`config.mk`:
```
export PLATFORM = sky130hd
export DESIGN_NAME = attr_record_decoder
export DESIGN_NICKNAME = d
export VERILOG_FILES = /design/src/rtl/attr_record_decoder_pkg.sv /design/src/rtl/attr_record_fifo.sv /design/src/rtl/attr_record_decoder.sv
export SDC_FILE = /design/constraint.sdc
export NUM_CORES = 1
export LEC_CHECK = 0
export ABC_AREA = 1
export ABC_CLOCK_PERIOD_IN_PS = 8300
export BUFFER_PORTS_ARGS = -buffer_cell sky130_fd_sc_hd__buf_2
export CORE_MARGIN = 1
export CORE_UTILIZATION = 41
export DETAILED_ROUTE_END_ITERATION = 16
export PLACE_DENSITY_LB_ADDON = 0.15
export SLEW_MARGIN = 10
export SYNTH_ARGS = -nofsm -noshare
export SYNTH_HDL_FRONTEND = slang
export SYNTH_SLANG_ARGS = --single-unit
```
`constraint.sdc`:
```
create_clock -name clk -period 8.3 [get_ports clk]
set_input_delay 1.245 -clock clk [delete_from_list [all_inputs] [get_ports clk]]
set_output_delay 1.245 -clock clk [all_outputs]
set_load 0.02 [all_outputs]
```
`src/rtl/attr_record_decoder_pkg.sv`:
```
// Shared attribute-record layout for the analyzers and the record decoder.
// Field offsets/widths, priority IDs and the record unpack/decode helper.
package attr_record_decoder_pkg;

  localparam int ATTR_W      = 135;
  localparam int NUM_IF      = 8;
  localparam int PORT_IDX_W  = $clog2(NUM_IF);
  localparam int ONES_W      = $clog2(NUM_IF + 1);

  localparam int PROTO_LSB    = 0;
  localparam int PROTO_W      = 8;
  localparam int IP_SRC_LSB   = 8;
  localparam int IP_DST_LSB   = 40;
  localparam int IP_W         = 32;
  localparam int PORT_SRC_LSB = 72;
  localparam int PORT_DST_LSB = 88;
  localparam int L4_PORT_W    = 16;
  localparam int BYTES_LSB    = 104;
  localparam int BYTES_W      = 16;
  localparam int FLAGS_LSB    = 120;
  localparam int FLAGS_W      = 5;
  localparam int PRTCL_LSB    = 125;
  localparam int PRTCL_W      = 2;
  localparam int INPUT_IF_LSB = 127;

  typedef enum logic [PRTCL_W-1:0] {
    PRTCL_PRIO_LOW  = 2'd0,
    PRTCL_PRIO_MID  = 2'd1,
    PRTCL_PRIO_HIGH = 2'd2,
    PRTCL_PRIO_TOP  = 2'd3
  } prtcl_prio_e;

  typedef enum logic {
    OUT_EMPTY,
    OUT_LOADED
  } out_state_e;

  typedef struct packed {
    logic [NUM_IF-1:0]     input_if;
    logic [PORT_IDX_W-1:0] input_port;
    logic                  if_err;
    logic [PRTCL_W-1:0]    prtcl_id;
    logic [FLAGS_W-1:0]    flags;
    logic [BYTES_W-1:0]    bytes;
    logic [L4_PORT_W-1:0]  port_dst;
    logic [L4_PORT_W-1:0]  port_src;
    logic [IP_W-1:0]       ip_dst;
    logic [IP_W-1:0]       ip_src;
    logic [PROTO_W-1:0]    proto;
  } attr_rec_t;

  function automatic attr_rec_t decode_attr(
    input logic [ATTR_W-1:0] a
  );
    attr_rec_t             r;
    logic [NUM_IF-1:0]     ifv;
    logic [ONES_W-1:0]     ones;
    logic [PORT_IDX_W-1:0] idx;
    ifv  = a[INPUT_IF_LSB +: NUM_IF];
    ones = '0;
    idx  = '0;
    for (int i = 0; i < NUM_IF; i++) begin
      if (ifv[i]) begin
        ones = ones + ONES_W'(1);
        idx  = PORT_IDX_W'(i);
      end
    end
    r.input_if   = ifv;
    r.if_err     = (ones != ONES_W'(1));
    // Malformed one-hot reports port 0 alongside the error flag.
    r.input_port = r.if_err ? '0 : idx;
    r.prtcl_id   = a[PRTCL_LSB +: PRTCL_W];
    r.flags      = a[FLAGS_LSB +: FLAGS_W];
    r.bytes      = a[BYTES_LSB +: BYTES_W];
    r.port_dst   = a[PORT_DST_LSB +: L4_PORT_W];
    r.port_src   = a[PORT_SRC_LSB +: L4_PORT_W];
    r.ip_dst     = a[IP_DST_LSB +: IP_W];
    r.ip_src     = a[IP_SRC_LSB +: IP_W];
    r.proto      = a[PROTO_LSB +: PROTO_W];
    return r;
  endfunction

endpackage

```
`src/rtl/attr_record_fifo.sv`:
```
// Synchronous memory FIFO for raw attribute records.
// Registered full/empty; a push into a full memory is taken when a pop coincides.
module attr_record_fifo
  import attr_record_decoder_pkg::*;
#(
  parameter int W  = ATTR_W,
  parameter int AW = 3
) (
  input  logic         clk,
  input  logic         reset,
  input  logic         push,
  input  logic         pop,
  input  logic [W-1:0] wdata,
  output logic [W-1:0] rdata,
  output logic         push_ok,
  output logic         full,
  output logic         empty
);

  localparam int DEPTH = 1 << AW;

  logic [W-1:0]  mem [DEPTH];
  logic [AW-1:0] wr_ptr;
  logic [AW-1:0] rd_ptr;
  logic [AW:0]   count;
  logic [AW:0]   count_nxt;
  logic          do_pop;

  assign do_pop  = pop & ~empty;
  assign push_ok = push & (~full | do_pop);
  assign rdata   = mem[rd_ptr];

  always_comb begin
    count_nxt = count;
    unique case ({push_ok, do_pop})
      2'b10:   count_nxt = count + (AW+1)'(1);
      2'b01:   count_nxt = count - (AW+1)'(1);
      default: count_nxt = count;
    endcase
  end

  always_ff @(posedge clk or posedge reset) begin
    if (reset) begin
      wr_ptr <= '0;
      rd_ptr <= '0;
      count  <= '0;
      full   <= 1'b0;
      empty  <= 1'b1;
    end else begin
      if (push_ok) wr_ptr <= wr_ptr + AW'(1);
      if (do_pop)  rd_ptr <= rd_ptr + AW'(1);
      count <= count_nxt;
      full  <= (count_nxt == (AW+1)'(DEPTH));
      empty <= (count_nxt == '0);
    end
  end

  always_ff @(posedge clk) begin
    if (push_ok) mem[wr_ptr] <= wdata;
  end

endmodule

```
`src/rtl/attr_record_decoder.sv`:
```
// Attribute-record consumer: queue, field decode, valid/ready output stage.
// Define ATTR_DECODER_STATS_EN to build the per-prtcl_id accepted counters.
module attr_record_decoder
  import attr_record_decoder_pkg::*;
#(
  parameter int ATTRIBUTE_DATA_WIDTH = 135,
  parameter int NUM_INPUT_QUEUES     = 8,
  parameter int PRTCL_ID_WIDTH       = 2,
  parameter int BYTES_COUNT_WIDTH    = 16,
  parameter int PKT_FLAGS_WIDTH      = 5,
  parameter int FIFO_DEPTH_BITS      = 3
) (
  input  logic                                clk,
  input  logic                                reset,
  input  logic                                in_pkt_valid,
  input  logic [ATTRIBUTE_DATA_WIDTH-1:0]     in_pkt_attributes,
  output logic                                out_valid,
  input  logic                                out_ready,
  output logic [7:0]                          out_proto,
  output logic [31:0]                         out_ip_src,
  output logic [31:0]                         out_ip_dst,
  output logic [15:0]                         out_port_src,
  output logic [15:0]                         out_port_dst,
  output logic [BYTES_COUNT_WIDTH-1:0]        out_bytes,
  output logic [PKT_FLAGS_WIDTH-1:0]          out_flags,
  output logic [PRTCL_ID_WIDTH-1:0]           out_prtcl_id,
  output logic [NUM_INPUT_QUEUES-1:0]         out_input_if,
  output logic [$clog2(NUM_INPUT_QUEUES)-1:0] out_input_port,
  output logic                                out_if_err,
  input  logic                                clear_counters,
  output logic [31:0]                         drop_count,
  output logic                                fifo_full,
  output logic                                fifo_empty,
  output logic [4*32-1:0]                     prtcl_counts
);

  out_state_e                      state;
  out_state_e                      state_nxt;
  logic                            load;
  logic                            push_ok;
  logic                            drop;
  logic [ATTRIBUTE_DATA_WIDTH-1:0] head;
  attr_rec_t                       rec_q;

  attr_record_fifo #(
    .W  (ATTRIBUTE_DATA_WIDTH),
    .AW (FIFO_DEPTH_BITS)
  ) u_fifo (
    .clk     (clk),
    .reset   (reset),
    .push    (in_pkt_valid),
    .pop     (load),
    .wdata   (in_pkt_attributes),
    .rdata   (head),
    .push_ok (push_ok),
    .full    (fifo_full),
    .empty   (fifo_empty)
  );

  // A full memory implies a head to move, so a drop needs no pop that cycle.
  assign drop = in_pkt_valid & ~push_ok;

  always_comb begin
    state_nxt = state;
    load      = 1'b0;
    unique case (state)
      OUT_EMPTY: begin
        if (!fifo_empty) begin
          load      = 1'b1;
          state_nxt = OUT_LOADED;
        end
      end
      OUT_LOADED: begin
        if (out_ready) begin
          if (!fifo_empty) load = 1'b1;
          else             state_nxt = OUT_EMPTY;
        end
      end
      default: state_nxt = OUT_EMPTY;
    endcase
  end

  always_ff @(posedge clk or posedge reset) begin
    if (reset) state <= OUT_EMPTY;
    else       state <= state_nxt;
  end

  always_ff @(posedge clk or posedge reset) begin
    if (reset)     rec_q <= '0;
    else if (load) rec_q <= decode_attr(head);
  end

  assign out_valid      = (state == OUT_LOADED);
  assign out_proto      = rec_q.proto;
  assign out_ip_src     = rec_q.ip_src;
  assign out_ip_dst     = rec_q.ip_dst;
  assign out_port_src   = rec_q.port_src;
  assign out_port_dst   = rec_q.port_dst;
  assign out_bytes      = rec_q.bytes;
  assign out_flags      = rec_q.flags;
  assign out_prtcl_id   = rec_q.prtcl_id;
  assign out_input_if   = rec_q.input_if;
  assign out_input_port = rec_q.input_port;
  assign out_if_err     = rec_q.if_err;

  always_ff @(posedge clk or posedge reset) begin
    if (reset)                   drop_count <= '0;
    else if (clear_counters)     drop_count <= '0;
    else if (drop && drop_count != '1)
      drop_count <= drop_count + 32'd1;
  end

`ifdef ATTR_DECODER_STATS_EN
  logic [31:0]         prtcl_cnt [4];
  logic [PRTCL_W-1:0]  in_id;

  assign in_id = in_pkt_attributes[PRTCL_LSB +: PRTCL_W];

  always_ff @(posedge clk or posedge reset) begin
    if (reset) begin
      for (int i = 0; i < 4; i++) prtcl_cnt[i] <= '0;
    end else if (clear_counters) begin
      for (int i = 0; i < 4; i++) prtcl_cnt[i] <= '0;
    end else if (push_ok) begin
      prtcl_cnt[in_id] <= prtcl_cnt[in_id] + 32'd1;
    end
  end

  always_comb begin
    prtcl_counts = '0;
    for (int i = 0; i < 4; i++) prtcl_counts[i*32 +: 32] = prtcl_cnt[i];
  end
`else
  assign prtcl_counts = '0;
`endif

endmodule

```
==> impl_metrics.csv, run 1 <==
group,metric,value,unit
yosys,library_cell_occupying_the_most_area_in_the_post_synthesis_netlist,"edfxtp_1",
yosys,synth-adder-area-share,0.366,%
routing,drcViolationCount,0,
cells_and_area,synthToLayoutAreaGrowth,14.0,%
clock_network,post_cts_resized,0,
clock_network,clock_sinks,1264,
timing,fmax,167,MHz
yosys,synthArstFlopShare,14.6,%
timing,hold_viol_final,0,
yosys,seq_area_frac_synth,74.2,%
power,clock_power_share,27.2,%
timing,min_period,5970,ps
setup_path,crit_path_frequent_cell,"nand2_1",
yosys,syn-instance-count,3806,
setup_path,cp_slowest_stage_delay,820,ps
yosys,yosys.area_share.simple,9.52,%
setup_path,regToRegEndpoint,"out_if_err",
die,chipHeight,351,microns
power,comb_power_share,32.8,%
die,io_pins,442,
yosys,dominant_combinational_cell_family_by_area_after_synthesis,"compound AO/OA/AOI/OAI gates",
power,power.total,21500,uW
grt,first_global_vias,29700,
clock_network,cts_hold_repair.buffers,0,
die,placeableCoreArea,120000,sq um
place,dp.final_hpwl,64600,microns
status,status,"complete, no violations",
timing,timing.final.max_slew_violations,0,
setup_path,crit_fanout,125,
place,dp_cells,5535,
yosys,post_synthesis_instance_area,49900,sq um
grt,total_congestion_overflow,0,
setup_path,crit_path_start_kind,"register",
timing,worst_clock_skew,29.7,ps
setup_path,r2r_worst_path_depth,32,
grt,antenna_violations_before_repair,29,
power,vdd_drop_max,287,uV
yosys,yosys_register_bits,1264,
power,power_switching_share,37.5,%
yosys,synth-edff-count,1080,
clock_network,cts-root-buf,"clkbuf_16",
yosys,synth_cell_type_count,55,
power,cell_internal_pwr,13500,uW
clock_network,cts_buffers,138,
yosys,post_synthesis_mux_area_share,0.0226,%
clock_network,cts_post_setup_buffers_inserted,0,
cells_and_area,fillCellCount,10700,
clock_network,clock_latency_on_the_worst_skew_pair,750,ps
place,gp_congestion,0.807,
setup_path,r2r-start,"u_fifo.rd_ptr[0]",
routing,drtAntennaViolNets,0,
setup_path,critPathKind,"reg2reg",
cells_and_area,finish.instance_area,56900,sq um
grt,gr-usage-all-layers,20.1,%
clock_network,clk_pin_slew,60,ps
die,rows,127,
power,power.leakage,0.0202,uW
die,floorplan.initialDensity,41.5,%
cells_and_area,seqCellArea,37000,sq um
die,die_w,351,microns
cells_and_area,layout.cells.most_common_list,"1080 x edfxtp_1, 578 x nor2_1, 549 x o21ai_0, 386 x nand2_1, 313 x buf_2",
hold_path,holdCritPathClass,"reg2reg",
die,die_area,123000,sq um
setup_path,worstPathArrival,6610,ps
place,io_buffers,313,
yosys,synth_compound_gate_area_share,11.2,%
cells_and_area,layout.cells.non_filler,5794,
setup_path,critical-path-slowest-cell,"dfrtp_4",
setup_path,worst_ep_required_time,8940,ps
yosys,synth.avg_cell_area,13.1,sq um
job,max-cap-violations,0,
yosys,synth-xor-area-share,0.158,%
cells_and_area,drive_above_1_share,14.8,%
power,power.net_switching,8060,uW
yosys,post_synth_main_area_contributors,"edfxtp_1 65%, dfrtp_1 9.2%, o21ai_0 5.5%",
place,post_dp_cell_area,52500,sq um
yosys,synth-warning-count,0,
setup_path,worst_setup_path_endpoint,"out_if_err",
clock_network,cts_tree,"done",
routing,wl_per_cell,21.6,microns
routing,routed_via_density,5.32,
power,pwr-share-seq,39.9,%
setup_path,regToRegSetupSlack,2330,ps
timing,post-route-period-util,72.0,%
clock_network,ctsHtreeMaxLevel,4,
grt,grt_start_max_net_pins,229,
cells_and_area,multi_input_area,11200,sq um
routing,routed-via-count,30800,
cells_and_area,layout_commonest_cell,"edfxtp_1",
routing,drt_iter0_drc,2227,
cells_and_area,num-nets-final,4217,
clock_network,ctsLongestPathBuffers,3,
yosys,synthDominantCellAreaShare,65.0,%
routing,drt_pass1_iterations,5,
grt,grt_first_pass_wirelength,187000,microns
timing,timing.final.setup_violations,0,
timing,rsz_0062_raised_after_global_routing,"false",
routing,routed_wirelength,125000,microns
setup_path,critPathCaptureType,"register",
timing,setup_total_negative_slack,0,ps
setup_path,setup.worst_path.start,"u_fifo.rd_ptr[0]",
yosys,synth_flop_cell,"edfxtp_1",
timing,worst-slew-pin-transition,1330,ps
cells_and_area,finalCoreUtilization,47.3,%
power,cellPowerDensity,378,nW/um^2
timing,slew-limit-headroom,11.5,%
[power by group through the flow]
| stage | registers (uW) | clock network, uW | logic [uW] |
|---|---|---|---|
| floorplan | 9080 | 0 | 4570 |
| global placement | 8710 | 0 | 7110 |
| detailed placement | 8720 | 0 | 7170 |
| CTS | 8600 | 6000 | 7180 |
| global route | 8700 | 6230 | 7920 |
| finish | 8590 | 5860 | 7070 |
[cells in the mapped netlist, drive strengths merged, types with 2 or more instances]
master and number:
nor2 590, nand2 398, a211oi 2, dfrtp 183
buf 179, clkbuf 190, and3 2, edfxtp 1080
xor2 7, a21oi 23, o21ai 558, inv 81
or2 4, o22ai 47, o221ai 220, a31oi 3
o21a 4, o211ai 42, ha 13, nor4 4
xnor2 2, nand4 4, nand3 135, nor3 21
[metrics by stage]
step	hold slack, ps	setup WS, ps
2_1_floorplan	460	-36.3
3_3_place_gp	459	2230
3_5_place_dp	461	2270
4_1_cts	477	2270
5_1_grt	493	1680
6_report	471	2330
[kinds of logic after synthesis]
family / Yosys count
AOI/OAI and AO/OA: 905
xor gates and xnor gates: 9
adders and majority gates: 14
buffers and inverters: 451
DFF: 1264
muxes: 1
other: 1
and+or+nand+nor: 1161
[how the worst min path moves through the flow]
stage | start | endpoint | depth (start not counted)
after floorplan | u_fifo.count[0] | u_fifo.count[0] | 1
after global placement | out_bytes[15] | out_bytes[15] | 2
after detailed placement | out_port_dst[1] | out_port_dst[1] | 2
after CTS | out_bytes[5] | out_bytes[5] | 2
after global routing | out_ip_src[2] | out_ip_src[2] | 2
final | out_ip_src[19] | out_ip_src[19] | 2
[routing by layer]
metal / routed length (microns) / GRT usage [%] / share of wire [%] / up-vias
met5: 170 / 0 / 0.14 / -
met4: 2760 / 6.10 / 2.2 / 30
met3: 6530 / 3.79 / 5.2 / 214
met2: 58300 / 31.9 / 47 / 825
met1: 57500 / 28.1 / 46 / 15500
li1: - / - / - / 14300
[worst max-delay path, delay by kind of cell (launching register included)]
family | cells | cell delay (ps)
adders and majority gates | 6 | 1770
and+or+nand+nor | 16 | 1560
DFF | 1 | 820
buffers and inverters | 7 | 1050
AOI/OAI and AO/OA | 3 | 600
[cell type report]
type	count	area share (%)
antenna	5	0.0220
clock buffer	194	6.68
clock inverter	60	0.948
inverter	82	0.594
multi-input combinational	2218	19.6
sequential	1264	65.1
tap	1612	3.54
timing repair buffer	359	3.49
[flip-flops by register name, indices dropped and copies added (netlist names)]
| register | cells |
|---|---|
| u_fifo.wr_ptr | 3 |
| out_ip_dst | 32 |
| u_fifo.mem | 1080 |
| u_fifo.full | 1 |
| out_port_dst | 16 |
| drop_count | 32 |
| out_if_err | 1 |
| out_prtcl_id | 2 |
| out_bytes | 16 |
| out_port_src | 16 |
| u_fifo.empty | 1 |
| u_fifo.rd_ptr | 3 |
| out_proto | 8 |
| out_input_if | 8 |
| out_valid | 1 |
| out_input_port | 3 |
| out_flags | 5 |
| out_ip_src | 32 |
| u_fifo.count | 4 |
(Power assumes the default switching activity.)
==> inputs of run 2 (changes only) <==
--- a/config.mk
+++ b/config.mk
@@ -6,7 +6,7 @@
 export NUM_CORES = 1
 export LEC_CHECK = 0
 export ABC_AREA = 1
-export ABC_CLOCK_PERIOD_IN_PS = 8300
+export ABC_CLOCK_PERIOD_IN_PS = 6000
 export BUFFER_PORTS_ARGS = -buffer_cell sky130_fd_sc_hd__buf_2
 export CORE_MARGIN = 1
 export CORE_UTILIZATION = 41
==> constraint.sdc (replaced) <==
create_clock -name clk -period 6 [get_ports clk]
set_input_delay 0.9 -clock clk [delete_from_list [all_inputs] [get_ports clk]]
set_output_delay 0.9 -clock clk [all_outputs]
set_load 0.02 [all_outputs]
==> impl_metrics.csv, run 2 (synthesized netlist as in run 1, its figures left out) <==
group,metric,value,unit
clock_network,cts-root-buf,"clkbuf_16",
cells_and_area,num-nets-final,4219,
grt,gr-usage-all-layers,20.4,%
clock_network,cts_post_setup_buffers_inserted,0,
power,clock_power_share,27.7,%
cells_and_area,max_flop_register,"u_fifo.mem",
setup_path,critPathCaptureType,"register",
die,rows,127,
status,status,"complete, no violations",
routing,drcViolationCount,0,
power,vdd_drop_max,440,uV
hold_path,holdCritPathClass,"in2async",
routing,routed_via_density,5.31,
setup_path,regToRegSetupSlack,700,ps
power,cellPowerDensity,525,nW/um^2
cells_and_area,largest_register_ffs,1080,
place,io_buffers,313,
clock_network,clock_sinks,1264,
timing,rsz_0062_raised_after_global_routing,"false",
cells_and_area,synthToLayoutAreaGrowth,14.4,%
routing,drt_iter0_drc,2317,
timing,post-route-period-util,88.3,%
timing,hold-worst-slack,300,ps
die,die_area,123000,sq um
clock_network,clk_pin_slew,60,ps
power,power.net_switching,11200,uW
die,placeableCoreArea,120000,sq um
place,dp.final_hpwl,62700,microns
setup_path,path_delay_family,"simple AND/OR/NAND/NOR gates",
power,cell_internal_pwr,18800,uW
grt,first_global_vias,29900,
clock_network,post_cts_resized,0,
timing,fmax,189,MHz
timing,slew-limit-headroom,18.9,%
power,pwr-share-seq,39.2,%
timing,hold_viol_final,0,
die,io_pins,442,
power,power.leakage,0.0203,uW
cells_and_area,fillCellCount,10700,
die,floorplan.initialDensity,41.5,%
setup_path,worstPathArrival,5920,ps
place,gp_congestion,0.801,
place,dp_worst_setup_slack,648,ps
timing,worst-slew-pin-transition,1220,ps
setup_path,cp_slowest_stage_delay,640,ps
routing,drtAntennaViolNets,0,
setup_path,crit_path_frequent_cell,"nand2_1",
setup_path,critPathKind,"reg2reg",
cells_and_area,layout.cells.most_common_list,"1080 x edfxtp_1, 578 x nor2_1, 549 x o21ai_0, 386 x nand2_1, 313 x buf_2",
clock_network,ctsLongestPathBuffers,3,
power,comb_power_share,33.2,%
timing,layout_setup_ws,702,ps
grt,total_congestion_overflow,0,
cells_and_area,finalCoreUtilization,47.5,%
setup_path,timing.critical_path.buf_inv,5,
clock_network,cts_hold_repair.buffers,0,
timing,timing.final.setup_violations,0,
clock_network,clock_latency_on_the_worst_skew_pair,750,ps
cells_and_area,layout_commonest_cell,"edfxtp_1",
place,post_dp_cell_area,52600,sq um
grt,grt_start_max_net_pins,228,
setup_path,crit_path_start_kind,"register",
setup_path,worst_ep_required_time,6620,ps
routing,routed_wirelength,127000,microns
power,power_switching_share,37.3,%
job,max-cap-violations,0,
routing,routed-via-count,30800,
setup_path,critical-path-slowest-cell,"dfrtp_4",
clock_network,cts_buffers,139,
die,die_w,351,microns
routing,wl_per_cell,21.8,microns
timing,timing.final.max_slew_violations,0,
die,chipHeight,351,microns
routing,drt_pass1_iterations,5,
timing,setup_total_negative_slack,0,ps
cells_and_area,drive_above_1_share,14.8,%
clock_network,cts_tree,"done",
setup_path,crit_fanout,68,
grt,antenna_violations_before_repair,31,
cells_and_area,finish.instance_area,57100,sq um
clock_network,ctsHtreeMaxLevel,4,
grt,grt_first_pass_wirelength,189000,microns
timing,worst_clock_skew,28.0,ps
timing,min_period,5300,ps
run 2: worst reg2reg max path, delay by kind of cell, from the launching register on:
| family | cells | cell delay (ps) |
|---|---|---|
| fa+ha+maj | 5 | 1410 |
| buf+inv | 5 | 990 |
| flops | 1 | 640 |
| simple gates | 20 | 2150 |
run 2: worst paths after layout:
check | to | cells past startpoint | from
min | drop_count[30] | 2 | reset
max reg2reg | out_if_err | 30 | u_fifo.rd_ptr[0]
max in group asynchronous | out_proto[0] | 3 | reset
min in group clk | out_valid | 2 | out_ready
min reg2reg | out_port_dst[0] | 2 | out_port_dst[0]
max | out_if_err | 30 | u_fifo.rd_ptr[0]
run 2: final cells by class:
class / instances / area, sq um / area share, %
Antenna cell: 9 / 22.5 / 0.0394
Sequential cell: 1264 / 37000 / 64.9
Clock buffer: 196 / 3840 / 6.73
Tap cell: 1612 / 2020 / 3.53
Timing Repair Buffer: 360 / 2060 / 3.60
Multi-Input combinational cell: 2218 / 11200 / 19.5
Clock inverter: 63 / 619 / 1.08
Inverter: 82 / 338 / 0.592
run 2: per-stage QoR:
step	total power [uW]	instances
CTS	30400	5795
global route	31800	5802
finish	30000	5804
detailed placement	22000	5536
floorplan	18900	3933
global placement	21900	5536
run 2: per-layer routing:
metal	track usage, %	part of all wire (%)	up-vias
li1	-	-	14300
met1	27.7	45	15400
met2	32.9	47	814
met3	4.38	5.8	199
met4	5.90	1.9	32
met5	0	0.16	-
run 2: power by group through the flow:
stage / Sequential [uW] / Combinational, uW / Clock (uW)
after global routing: 11900 / 11100 / 8820
after CTS: 11800 / 10100 / 8490
final: 11800 / 9950 / 8300
after floorplan: 12500 / 6320 / 0
after global placement: 11900 / 10000 / 0
after detailed placement: 11900 / 10100 / 0
